### config.mk
export PLATFORM = sky130hd
export DESIGN_NAME = alu_div_sequencer
export DESIGN_NICKNAME = d
export VERILOG_FILES = /design/src/rtl/alu_div_sequencer.sv
export SDC_FILE = /design/constraint.sdc
export NUM_CORES = 1
export LEC_CHECK = 0
export CORE_ASPECT_RATIO = 0.5
export CORE_MARGIN = 2
export CORE_UTILIZATION = 43
export CTS_BUF_LIST = sky130_fd_sc_hd__clkbuf_4
export DETAILED_ROUTE_END_ITERATION = 10
export GPL_ROUTABILITY_DRIVEN = 0
export HOLD_SLACK_MARGIN = 0.15
export PLACE_DENSITY = 0.89
export REMOVE_ABC_BUFFERS = 1
export SLEW_MARGIN = 20
export SYNTH_ARGS = -nofsm -noshare
export SYNTH_HDL_FRONTEND = slang
export SYNTH_SLANG_ARGS = --single-unit
### constraint.sdc
create_clock -name clk -period 2.4 [get_ports clk]
set_input_delay 0.24 -clock clk [delete_from_list [all_inputs] [get_ports clk]]
set_output_delay 0.24 -clock clk [all_outputs]
set_load 0.005 [all_outputs]
### src/rtl/alu_div_sequencer.sv
// Multi-cycle sequencer for the single-precision divider: time-shares one Newton-Raphson
// iteration stage and one multiplier. Optional build macro: ALU_DIV_EARLY_EXIT_EN.
module alu_div_sequencer #(
    parameter int          NUM_ITER   = 5,
    parameter logic [31:0] INIT_GUESS = 32'h4000_0000
) (
    input  logic        clk,
    input  logic        reset,
    input  logic        in_valid,
    output logic        in_ready,
    input  logic [31:0] a_operand,
    input  logic [31:0] b_operand,
    output logic [31:0] it_x,
    output logic [31:0] it_d,
    input  logic [31:0] it_res,
    output logic [31:0] mul_a,
    output logic [31:0] mul_b,
    input  logic [31:0] mul_res,
    output logic        out_valid,
    input  logic        out_ready,
    output logic [31:0] result,
    output logic        exception
`ifdef ALU_DIV_EARLY_EXIT_EN
    ,
    output logic [3:0]  iters_used
`endif
);

    typedef enum logic [1:0] {IDLE, ITER, MUL, DONE} state_t;

    localparam logic [31:0] QNAN = 32'h7FC0_0000;

    state_t      state, next_state;
    logic [3:0]  count;
    logic        sign_reg;
    logic [31:0] div_reg;
    logic [31:0] opa_reg;
    logic [31:0] x_reg;
    logic        accept;
    logic        exc_in;
    logic        iter_last;

    assign accept = in_valid & in_ready;

    // Zero, denormal, Inf and NaN operands all bypass the iteration loop.
    assign exc_in = (&a_operand[30:23]) | (&b_operand[30:23]) |
                    (~|a_operand[30:23]) | (~|b_operand[30:23]);

`ifdef ALU_DIV_EARLY_EXIT_EN
    assign iter_last = (count == 4'(NUM_ITER - 1)) ||
                       ((count >= 4'd1) && (it_res == x_reg));
`else
    assign iter_last = (count == 4'(NUM_ITER - 1));
`endif

    always_ff @(posedge clk) begin
        if (reset) begin
            state <= IDLE;
        end else begin
            state <= next_state;
        end
    end

    always_comb begin
        next_state = state;
        case (state)
            IDLE:    if (accept) next_state = exc_in ? DONE : ITER;
            ITER:    if (iter_last) next_state = MUL;
            MUL:     next_state = DONE;
            DONE:    if (out_ready) next_state = IDLE;
            default: next_state = IDLE;
        endcase
    end

    always_comb begin
        in_ready  = 1'b0;
        out_valid = 1'b0;
        it_x      = '0;
        it_d      = '0;
        mul_a     = '0;
        mul_b     = '0;
        case (state)
            IDLE: in_ready = ~reset;
            ITER: begin
                it_x = x_reg;
                it_d = div_reg;
            end
            MUL: begin
                mul_a = x_reg;
                mul_b = opa_reg;
            end
            DONE:    out_valid = 1'b1;
            default: ;
        endcase
    end

    // Both multiplier operands are positive, so folding in mul_res[31] leaves sign_reg intact.
    always_ff @(posedge clk) begin
        if (reset) begin
            count      <= '0;
            sign_reg   <= 1'b0;
            div_reg    <= '0;
            opa_reg    <= '0;
            x_reg      <= '0;
            result     <= '0;
            exception  <= 1'b0;
`ifdef ALU_DIV_EARLY_EXIT_EN
            iters_used <= '0;
`endif
        end else begin
            case (state)
                IDLE: begin
                    if (accept) begin
                        sign_reg  <= a_operand[31] ^ b_operand[31];
                        div_reg   <= {1'b0, 8'd126, b_operand[22:0]};
                        opa_reg   <= {1'b0, a_operand[30:23] + (8'd126 - b_operand[30:23]),
                                      a_operand[22:0]};
                        x_reg     <= INIT_GUESS;
                        count     <= '0;
                        exception <= exc_in;
`ifdef ALU_DIV_EARLY_EXIT_EN
                        iters_used <= '0;
`endif
                        if (exc_in) begin
                            result <= QNAN;
                        end
                    end
                end
                ITER: begin
                    x_reg <= it_res;
                    count <= count + 4'd1;
`ifdef ALU_DIV_EARLY_EXIT_EN
                    if (iter_last) begin
                        iters_used <= count + 4'd1;
                    end
`endif
                end
                MUL: begin
                    result <= {sign_reg ^ mul_res[31], mul_res[30:0]};
                end
                default: ;
            endcase
        end
    end

endmodule

==> out/qor.yml, run 1 <==
hold_class: "in2reg"
antenna-diode-count: 0
tns_ns: 0
overflow: 0
totalPowerFinal_mw: 7.31
dpl.hpwl_um: 14600
p_leak_nw: 3.52
syn_inst: 796
r2r_slack_ns: 0.29
finish.utilization: 0.668
cap_viol_max_count: 0
die_h_um: 90.3
min_from: "a_operand[13]"
worst_ep_required_time_ns: 2.16
critical_path_class: "reg2out"
drt_iter0_markers: 540
ant_nets: 0
place_ws_ns: -0.182
fin_area_um2: 9680
cp-end-kind: "primary output"
fmax_mhz: 433
row_count: 31
clk_pin_slew_worst_paths_ns: 0.13
die-area_um2: 15900
root_buffer: "clkbuf_4"
cts_tree: "done"
synth_area_um2: 6400
num_vias: 6723
finClkSkew_ns: 0.0259
clock-sinks: 127
synth_cell_types: 45
ir_drop_uv: 530
final.setup.worst_slack_ns: 0.0898
crit_fanout: 11
routed-wl-met2_um: 10900
seq_area_frac_synth: 0.397
slew_headroom: 0.393
grt_pass1_wl_um: 32700
wl_met1_um: 8210
yosys_warnings: 0
tightest_slew_ns: 0.908
finalWorstPathRequiredPeriod_ns: 2.31
highest_layer: "met4"
cts.path.max_buffers: 2
drt-total-wl_um: 20700
avgSynthCellArea_um2: 8.04
timing.final.crit_share: 0.963
synth_area_leaders: "dfxtp_1 40%, and2_1 12%, a22oi_1 7.7%"
hold_end: "opa_reg[13]$_SDFFE_PP0P_"
grt_usage: 0.252
hold_viol_final: 0
antenna_found_initial: 0
synth_top_area_cell: "dfxtp_1"
p_per_area_nw_per_um2: 755
drc_errors: 0
grt_max_degree: 112
numPortBuffers: 290
fin_nets: 1204
die_w_um: 177
reg2reg_from: "state[0]$_SDFFE_PP0P_"
io_pins: 295
cp.arrival_ns: 2.07
first_pass_iters: 5
avgViaCountPerCell: 5.33
synth_ff_type: "dfxtp_1"
grt_pass1_vias: 6602
clock_latency_ns: 0.53
dpl-instance-area_um2: 9330
wl_per_cell_um: 16.4
htreeDepth: 4
synth-seq-cells: 127
setup_violations: 0
start_util: 0.441
yosys.area.top_type_share: 0.397
maxSlewViolCount: 0
route.met3.wl_um: 828
cp-start-kind: "flop"
synthArstFlopShare: 0
drive_gt1_frac: 0.0667
numCtsBuffers: 17
hold_depth: 3
r2r_cells: 7
area_delta_synth_final_pct: 51.3
cts_setup_buffers: 0
synth_edf_count: 0
synthTopCellsByCount: "127 x dfxtp_1, 125 x nand2_1, 118 x and2_1"
core_um2: 14500
status: "finished, final reports clean"
yosysMostFrequentCell: "dfxtp_1"
r2r_end: "x_reg[13]$_SDFFE_PP0P_"
[per-layer routing]
layer	track usage	vias up
li1	-	3221
met1	0.283	3246
met3	0.0442	58
met4	0.108	0
met5	0	-
met2	0.469	198
[stage by stage]
step           hold slack, ns  instances
6_report                0.253       1262
5_1_grt                 0.227       1262
4_1_cts                 0.215       1261
3_5_place_dp            0.446       1228
3_3_place_gp            0.431       1228
2_1_floorplan           0.309        723
[where the power goes]
part | internal, mW | total, mW | leakage, nW | switching [mW]
sequential | 2.58 | 2.90 | 1.04 | 0.318
combinational | 1.52 | 3.09 | 2.36 | 1.57
clock | 0.419 | 1.32 | 0.118 | 0.898
total | 4.52 | 7.31 | 3.52 | 2.78
[cell type report]
class	instances	area [um2]
Fill cell	1156	4820
Clock inverter	15	114
Sequential cell	127	2540
Inverter	32	120
Multi-Input combinational cell	564	3400
Tap cell	198	248
Clock buffer	17	128
Timing Repair Buffer	309	3130
[critical path: stages, from the launching register on]
cell             delay [ns]
dfxtp_2                0.36
inv_2                  0.11
ha_4                   0.22
inv_2                  0.06
buf_4                  0.18
nor2_1                 0.09
clkdlybuf4s50_1        0.53
[worst max-delay path by stage]
stage                                     endpoint                   from  slack, ns  cells after the start
after floorplan              count[1]$_SDFFE_PP0P_  state[0]$_SDFFE_PP0P_       -1.0                      6
after global placement    opa_reg[30]$_SDFFE_PP0P_          a_operand[24]       -0.1                     12
after detailed placement  opa_reg[30]$_SDFFE_PP0P_          a_operand[24]      -0.18                     12
after CTS                                  it_x[5]  state[1]$_SDFFE_PP0P_      -0.02                      5
after global routing                     mul_a[19]  state[0]$_SDFFE_PP0P_     -0.002                      5
final                                    mul_a[30]  state[0]$_SDFFE_PP0P_       0.09                      6
[cell families (layout without fill, tap and decap cells)]
kind of cell             Yosys count  in the layout  share of synthesized area
AO/OA/AOI/OAI                    183            183                      0.199
multiplexers                       2              2                    0.00313
flip-flops                       127            127                      0.397
AND/OR/NAND/NOR                  347            347                      0.268
XOR/XNOR                           7              7                    0.00958
adder cells (fa/ha/maj)           21             21                     0.0422
buffers and inverters            108            373                     0.0801
other                              1              4                   0.000586
[repair_timing]
| item | CTS | global route |
|---|---|---|
| setup endpoints to repair | 97 | 124 |
| hold endpoints to repair | 10 | 0 |
| gates cloned | 0 | 1 |
| resized for setup | 12 | 8 |
| hold buffers | 1 | 0 |
[layout by cell type, fill, tap and decap left out, types with 5 or more instances in the layout]
| cell | count |
|---|---|
| clkdlybuf4s50_1 | 289 |
| nand2_1 | 125 |
| dfxtp_1 | 125 |
| and2_1 | 117 |
| a22oi_1 | 66 |
| o21ai_0 | 63 |
| nor2_1 | 45 |
| nand3_1 | 38 |
| o221ai_1 | 32 |
| inv_1 | 28 |
| ha_1 | 17 |
| clkbuf_4 | 17 |
| buf_4 | 11 |
| a21oi_1 | 5 |
| a211oi_1 | 5 |
| clkinvlp_4 | 5 |
| buf_12 | 5 |
No activity file was read; power rests on OpenSTA's default activity.
==> run 2: changes to the inputs <==
- CORE_UTILIZATION: 43 -> 39
- CTS_BUF_LIST: sky130_fd_sc_hd__clkbuf_4 -> sky130_fd_sc_hd__clkbuf_8
- PLACE_DENSITY: 0.89 -> 0.85
- clock period: 2.4 -> 2.1 ns (I/O delays scaled with it)
==> run 2 against run 1 <==
Compared with the run above: the run now ends with negative setup slack left; via count is 4.2% higher; first-iteration DRC count up 6.3%; setup slack worse by 0.13 ns; highest routed layer is now met5; clock power increased by 83%; critical endpoint is now count[0]$_SDFFE_PP0P_.
==> out/qor.yml, run 2 (synthesis results as in run 1) <==
setup_violations: 8  # was 0
drive_gt1_frac: 0.112  # was 0.0667
drt_iter0_markers: 574  # was 540
grt_max_degree: 112  # unchanged
antenna-diode-count: 0  # unchanged
cap_viol_max_count: 0  # unchanged
fin_nets: 1240  # was 1204
dpl.hpwl_um: 15100  # was 14600 um
core_um2: 16200  # was 14500 um2
overflow: 0  # unchanged
grt_usage: 0.242  # was 0.252
critPathSlowestCell: "a21oi_4"  # was clkdlybuf4s50_1
numCtsBuffers: 17  # unchanged
final_cell_mix: "165 x clkdlybuf4s50_1, 125 x nand2_1, 125 x dfxtp_1, 115 x and2_1, 67 x dlymetal6s2s_1"  # was 289 x clkdlybuf4s50_1, 125 x nand2_1, 125 x dfxtp_1, 117 x and2_1, 66 x a22oi_1
crit_buf_inv: 3  # was 4
maxSlewViolCount: 0  # unchanged
cts.path.max_buffers: 2  # unchanged
htreeDepth: 4  # unchanged
clock_latency_ns: 0.44  # was 0.53 ns
die_h_um: 94.6  # was 90.3 um
totalPowerFinal_mw: 9.98  # was 7.31 mW
root_buffer: "clkbuf_8"  # was clkbuf_4
finalWorstPathRequiredPeriod_ns: 2.14
critical_path_class: "reg2reg"  # was reg2out
cp-end-kind: "flop"  # was primary output
reg2reg_from: "state[1]$_SDFFE_PP0P_"  # was state[0]$_SDFFE_PP0P_
row_count: 33  # was 31
cpPeakStageDelay_ns: 0.73  # was 0.53 ns
die-area_um2: 17500  # was 15900 um2
drc_errors: 0  # unchanged
hold_class: "in2reg"  # unchanged
rsz0062_at_grt: "true"
cp_cell_sequence: "inv_4 -> ha_4 -> buf_16 -> buf_4 -> a21oi_4 -> mux2i_1 -> nor2_1"  # was inv_2 -> ha_4 -> inv_2 -> buf_4 -> nor2_1 -> clkdlybuf4s50_1
p_per_area_nw_per_um2: 954  # was 755 nW/um2
dpl-instance-area_um2: 9490  # was 9330 um2
r2r_end: "count[0]$_SDFFE_PP0P_"  # was x_reg[13]$_SDFFE_PP0P_
hold_viol_final: 0  # unchanged
slew_headroom: 0.383  # was 0.393
crit_end: "count[0]$_SDFFE_PP0P_"  # was mul_a[30]
avgViaCountPerCell: 5.28  # was 5.33
status: "complete, but fails checks"  # was finished, final reports clean
ant_nets: 0  # unchanged
path_depth: 7  # was 6
grt_pass1_wl_um: 33500  # was 32700 um
timing.final.crit_share: 1.02
fmax_mhz: 468
crit_start: "state[1]$_SDFFE_PP0P_"  # was state[0]$_SDFFE_PP0P_
cts_tree: "done"  # unchanged
r2r_cells: 7  # unchanged
grt_pass1_vias: 6678  # was 6602
r2r_slack_ns: -0.04  # was 0.29 ns
finClkSkew_ns: 0.0171  # was 0.0259 ns
antenna_found_initial: 1  # was 0
cp-start-kind: "flop"  # unchanged
first_pass_iters: 5  # unchanged
cp.arrival_ns: 2.49  # was 2.07 ns
num_vias: 7004  # was 6723
clock-sinks: 127  # unchanged
fin_area_um2: 10500  # was 9680 um2
drt-total-wl_um: 23100  # was 20700 um
fillers: 1263  # was 1156
final.setup.worst_slack_ns: -0.0360  # was 0.0898 ns
worst_ep_required_time_ns: 2.46  # was 2.16 ns
clk_pin_slew_worst_paths_ns: 0.09  # was 0.13 ns
violations: "negative setup slack"
tightest_slew_ns: 0.923  # was 0.908 ns
start_util: 0.394  # was 0.441
numPortBuffers: 290  # unchanged
crit_fanout: 34  # was 11
area_delta_synth_final_pct: 63.4  # was 51.3%
crit_family: "compound AO/OA/AOI/OAI gates"  # was buffers and inverters
io_pins: 295  # unchanged
wl_per_cell_um: 17.4  # was 16.4 um
die_w_um: 185  # was 177 um
final_common_cell: "clkdlybuf4s50_1"  # unchanged
ir_drop_uv: 595  # was 530 uV
p_leak_nw: 5.27  # was 3.52 nW
-- run 2: layout make-up --
cell class / count / area [um2] / share of cell area
clock buffers: 19 / 262 / 0.0250
clock inverters: 13 / 186 / 0.0178
inverters: 32 / 125 / 0.0120
multi-input cells: 564 / 3410 / 0.326
flip-flops and latches: 127 / 2550 / 0.244
well taps: 227 / 284 / 0.0271
repair buffers: 345 / 3640 / 0.348
-- run 2: worst min-delay path, stage by stage --
cell and delay, ns:
clkdlybuf4s50_1 0.40, nand2_1 0.05, o21ai_0 0.06
-- run 2: layer usage --
metal  GRT usage  vias to the layer above  share of wire
li1            -                     3293              -
met1       0.278                     3422           0.40
met2       0.433                      230           0.52
met3      0.0513                       57          0.043
met4       0.122                        2          0.035
met5           0                        -        0.00052
-- run 2: where the power goes --
group          switching (mW)  internal [mW]  leakage, nW
Combinational            2.00           2.21         4.01
Sequential              0.387           2.96         1.04
Clock                    1.06           1.36        0.220
-- run 2: how the worst min path moves through the flow --
stage	from	to	slack, ns	depth (start not counted)
6_report	a_operand[0]	opa_reg[0]$_SDFFE_PP0P_	0.33	3
5_1_grt	a_operand[0]	opa_reg[0]$_SDFFE_PP0P_	0.32	3
4_1_cts	a_operand[0]	opa_reg[0]$_SDFFE_PP0P_	0.30	3
3_5_place_dp	div_reg[24]$_SDFFE_PP0P_	div_reg[24]$_SDFFE_PP0P_	0.43	1
3_3_place_gp	div_reg[24]$_SDFFE_PP0P_	div_reg[24]$_SDFFE_PP0P_	0.42	1
2_1_floorplan	reset	opa_reg[26]$_SDFFE_PP0P_	0.28	1
-- run 2: what timing repair did --
action / CTS / global route
setup buffers: 4 / 16
endpoints found under the setup margin: 125 / 103
hold buffers: 1 / 0
resized for setup: 78 / 115
pin swaps: 0 / 2
cloned: 3 / 4
hold endpoints to repair: 1 / 0
-- run 2: metrics by stage --
step / hold WS, ns / TNS [ns] / setup slack [ns] / utilization / std cells
after global placement: 0.424 / -0.927 / -0.385 / 0.585 / 1267
final: 0.328 / -0.118 / -0.0360 / 0.645 / 1327
after global routing: 0.315 / -3.77 / -0.188 / 0.645 / 1327
after CTS: 0.305 / -3.40 / -0.106 / 0.620 / 1307
after detailed placement: 0.433 / -1.13 / -0.444 / 0.585 / 1267
after floorplan: 0.279 / -129.30 / -1.30 / - / 723
==> RTL change (flow settings as in run 1) <==
Encoding of `state_t`: now one-hot (4 bits for 4 states).
--- a/src/rtl/alu_div_sequencer.sv
+++ b/src/rtl/alu_div_sequencer.sv
@@ -27,5 +27,5 @@
 );
 
-    typedef enum logic [1:0] {IDLE, ITER, MUL, DONE} state_t;
+    typedef enum logic [3:0] {IDLE = 4'b0001, ITER = 4'b0010, MUL = 4'b0100, DONE = 4'b1000} state_t;
 
     localparam logic [31:0] QNAN = 32'h7FC0_0000;
Check against the original RTL: same outputs for any inputs over 4 cycles, from zero or initial values and one cycle with reset high; so few cycles prove little.
==> RTL change against run 1 <==
The flow now finishes with violations (negative setup slack); total power shrank 13%; non-clock buffer count rose by 23; first-iteration DRC count grew 14%; design area increased by 3.1%; die area decreased by 2.1%; wire length rose by 11%; setup slack worse by 0.11 ns; area after synthesis is 2.2% lower; synthesized cell count grew 0.75%; sequential cell count is 2 higher; maximum frequency shrank 4.5%.
==> RTL change: results (changes against run 1) <==
----------------------------------------------------
[Status]
  Run status ... finished with violations
  Failing checks ... negative setup slack

[Critical path]
  End of the worst register-to-register path ... result[25]
  Start of the worst register-to-register path ... state[1]
  CP endpoint ... it_d[28]
  Critical Path Fanout Max ... 6 (-5)
  Data arrival time at the worst-slack endpoint ... 2.18 ns (+0.11 ns)

[Cells and area]
  Fraction of area in multi-input gates ... 0.325 (-0.0261)
  Layout inverter count without the clock tree ... 35 (+9.4%)
  Area of all sequential standard cells ... 2590 sq um (+1.8%)
  Share of post-route cells with drive strength above 1 ... 0.0890 (+0.0223)
  Final design instance area without fill ... 9990 sq um (+3.1%)
  Number of flip-flops and latches ... 129 (+1.6%)
  Clock buffers ... 18 (+1)

[Synth]
  Post-synthesis xor/xnor area fraction ... 0.0140 (+0.00441)
  Leading cell types by count after synthesis ... 136 x sky130_fd_sc_hd__nand2_1, 129 x sky130_fd_sc_hd__dfxtp_1, 111 x sky130_fd_sc_hd__nand3_1
  Post-Syn Area per Cell ... 7.81 sq um (-2.9%)
  Cell types occupying the most area after synthesis ... sky130_fd_sc_hd__dfxtp_1 41%, sky130_fd_sc_hd__nand3_1 8.9%, sky130_fd_sc_hd__nand2_1 8.2%, sky130_fd_sc_hd__and2_1 6.4%, sky130_fd_sc_hd__and3_1 5.5%
  Share of the synthesized area in compound gates (AO/OA/AOI/OAI) ... 0.125 (-0.0739)

[GRT]
  Number of antenna violations at the first check in global routing ... 1 (+1)
  Maximum number of pins on one net before global-route repair ... 67 (-40%)
  Grt met1 use ... 0.292 (+0.00958)
  Vias in the first global route ... 6440 (-2.5%)

[STA]
  Clock Skews ... 0.0314 ns (+0.00551 ns)
  Final count of negative-setup-slack endpoints ... 6 (+6)
  Final worst-path setup slack ... -0.0182 ns (-0.108 ns)
  Final-layout setup total negative slack ... -0.0756 ns (-0.0756 ns)

[Pwr]
  Power Sequential ... 2670 uW (-7.9%)
  Cell-internal power ... 4100 uW (-9.4%)
  Largest voltage drop on the vdd net ... 416 uV (-22%)
  Net switching fraction of the power ... 0.355 (-0.0256)

[Clock network]
  Clock latency on the worst-skew pair ... 0.51 ns (-0.02 ns)
  Count of cells resized by post-cts repair ... 59 (+47)

[Route]
  Routed length on met3 ... 1550 um (+87%)
  WL met1 ... 9030 um (+10%)
  Detailed-route via count ... 6933 (+3.1%)
  Average wire per standard cell ... 17.8 um (+8.6%)

[Placed design]
  Worst setup slack before clock tree synthesis ... -0.0913 ns (+0.0904 ns)
  Detailed placer's ending HPWL ... 14200 um (-2.7%)

----------------------------------------------------
## RTL change: cell count changes in the layout (fill, tap and decap cells not counted), sizes merged, moves of 44 or more
cell / delta
o21ai: -53
and3: +54
dlymetal6s2s: +48
dlygate4sd2: +44
and2: -54
a21oi: +56
clkdlybuf4s50: -92
nand3: +72
## RTL change: how the worst min path moves through the flow
| stage | startpoint | to | slack [ns] | depth (start not counted) |
|---|---|---|---|---|
| finish | a_operand[3] | opa_reg[3] | 0.25 | 3 |
| global route | a_operand[16] | opa_reg[16] | 0.21 | 3 |
| CTS | a_operand[3] | opa_reg[3] | 0.22 | 3 |
| detailed placement | opa_reg[0] | opa_reg[0] | 0.44 | 2 |
| global placement | div_reg[3] | div_reg[3] | 0.44 | 2 |
| floorplan | reset | result[22] | 0.30 | 1 |
## RTL change: tightest hold or removal path, delay by kind of cell
family                 cells  cell delay [ns]
AND/OR/NAND/NOR            2             0.09
buffers and inverters      1             0.40
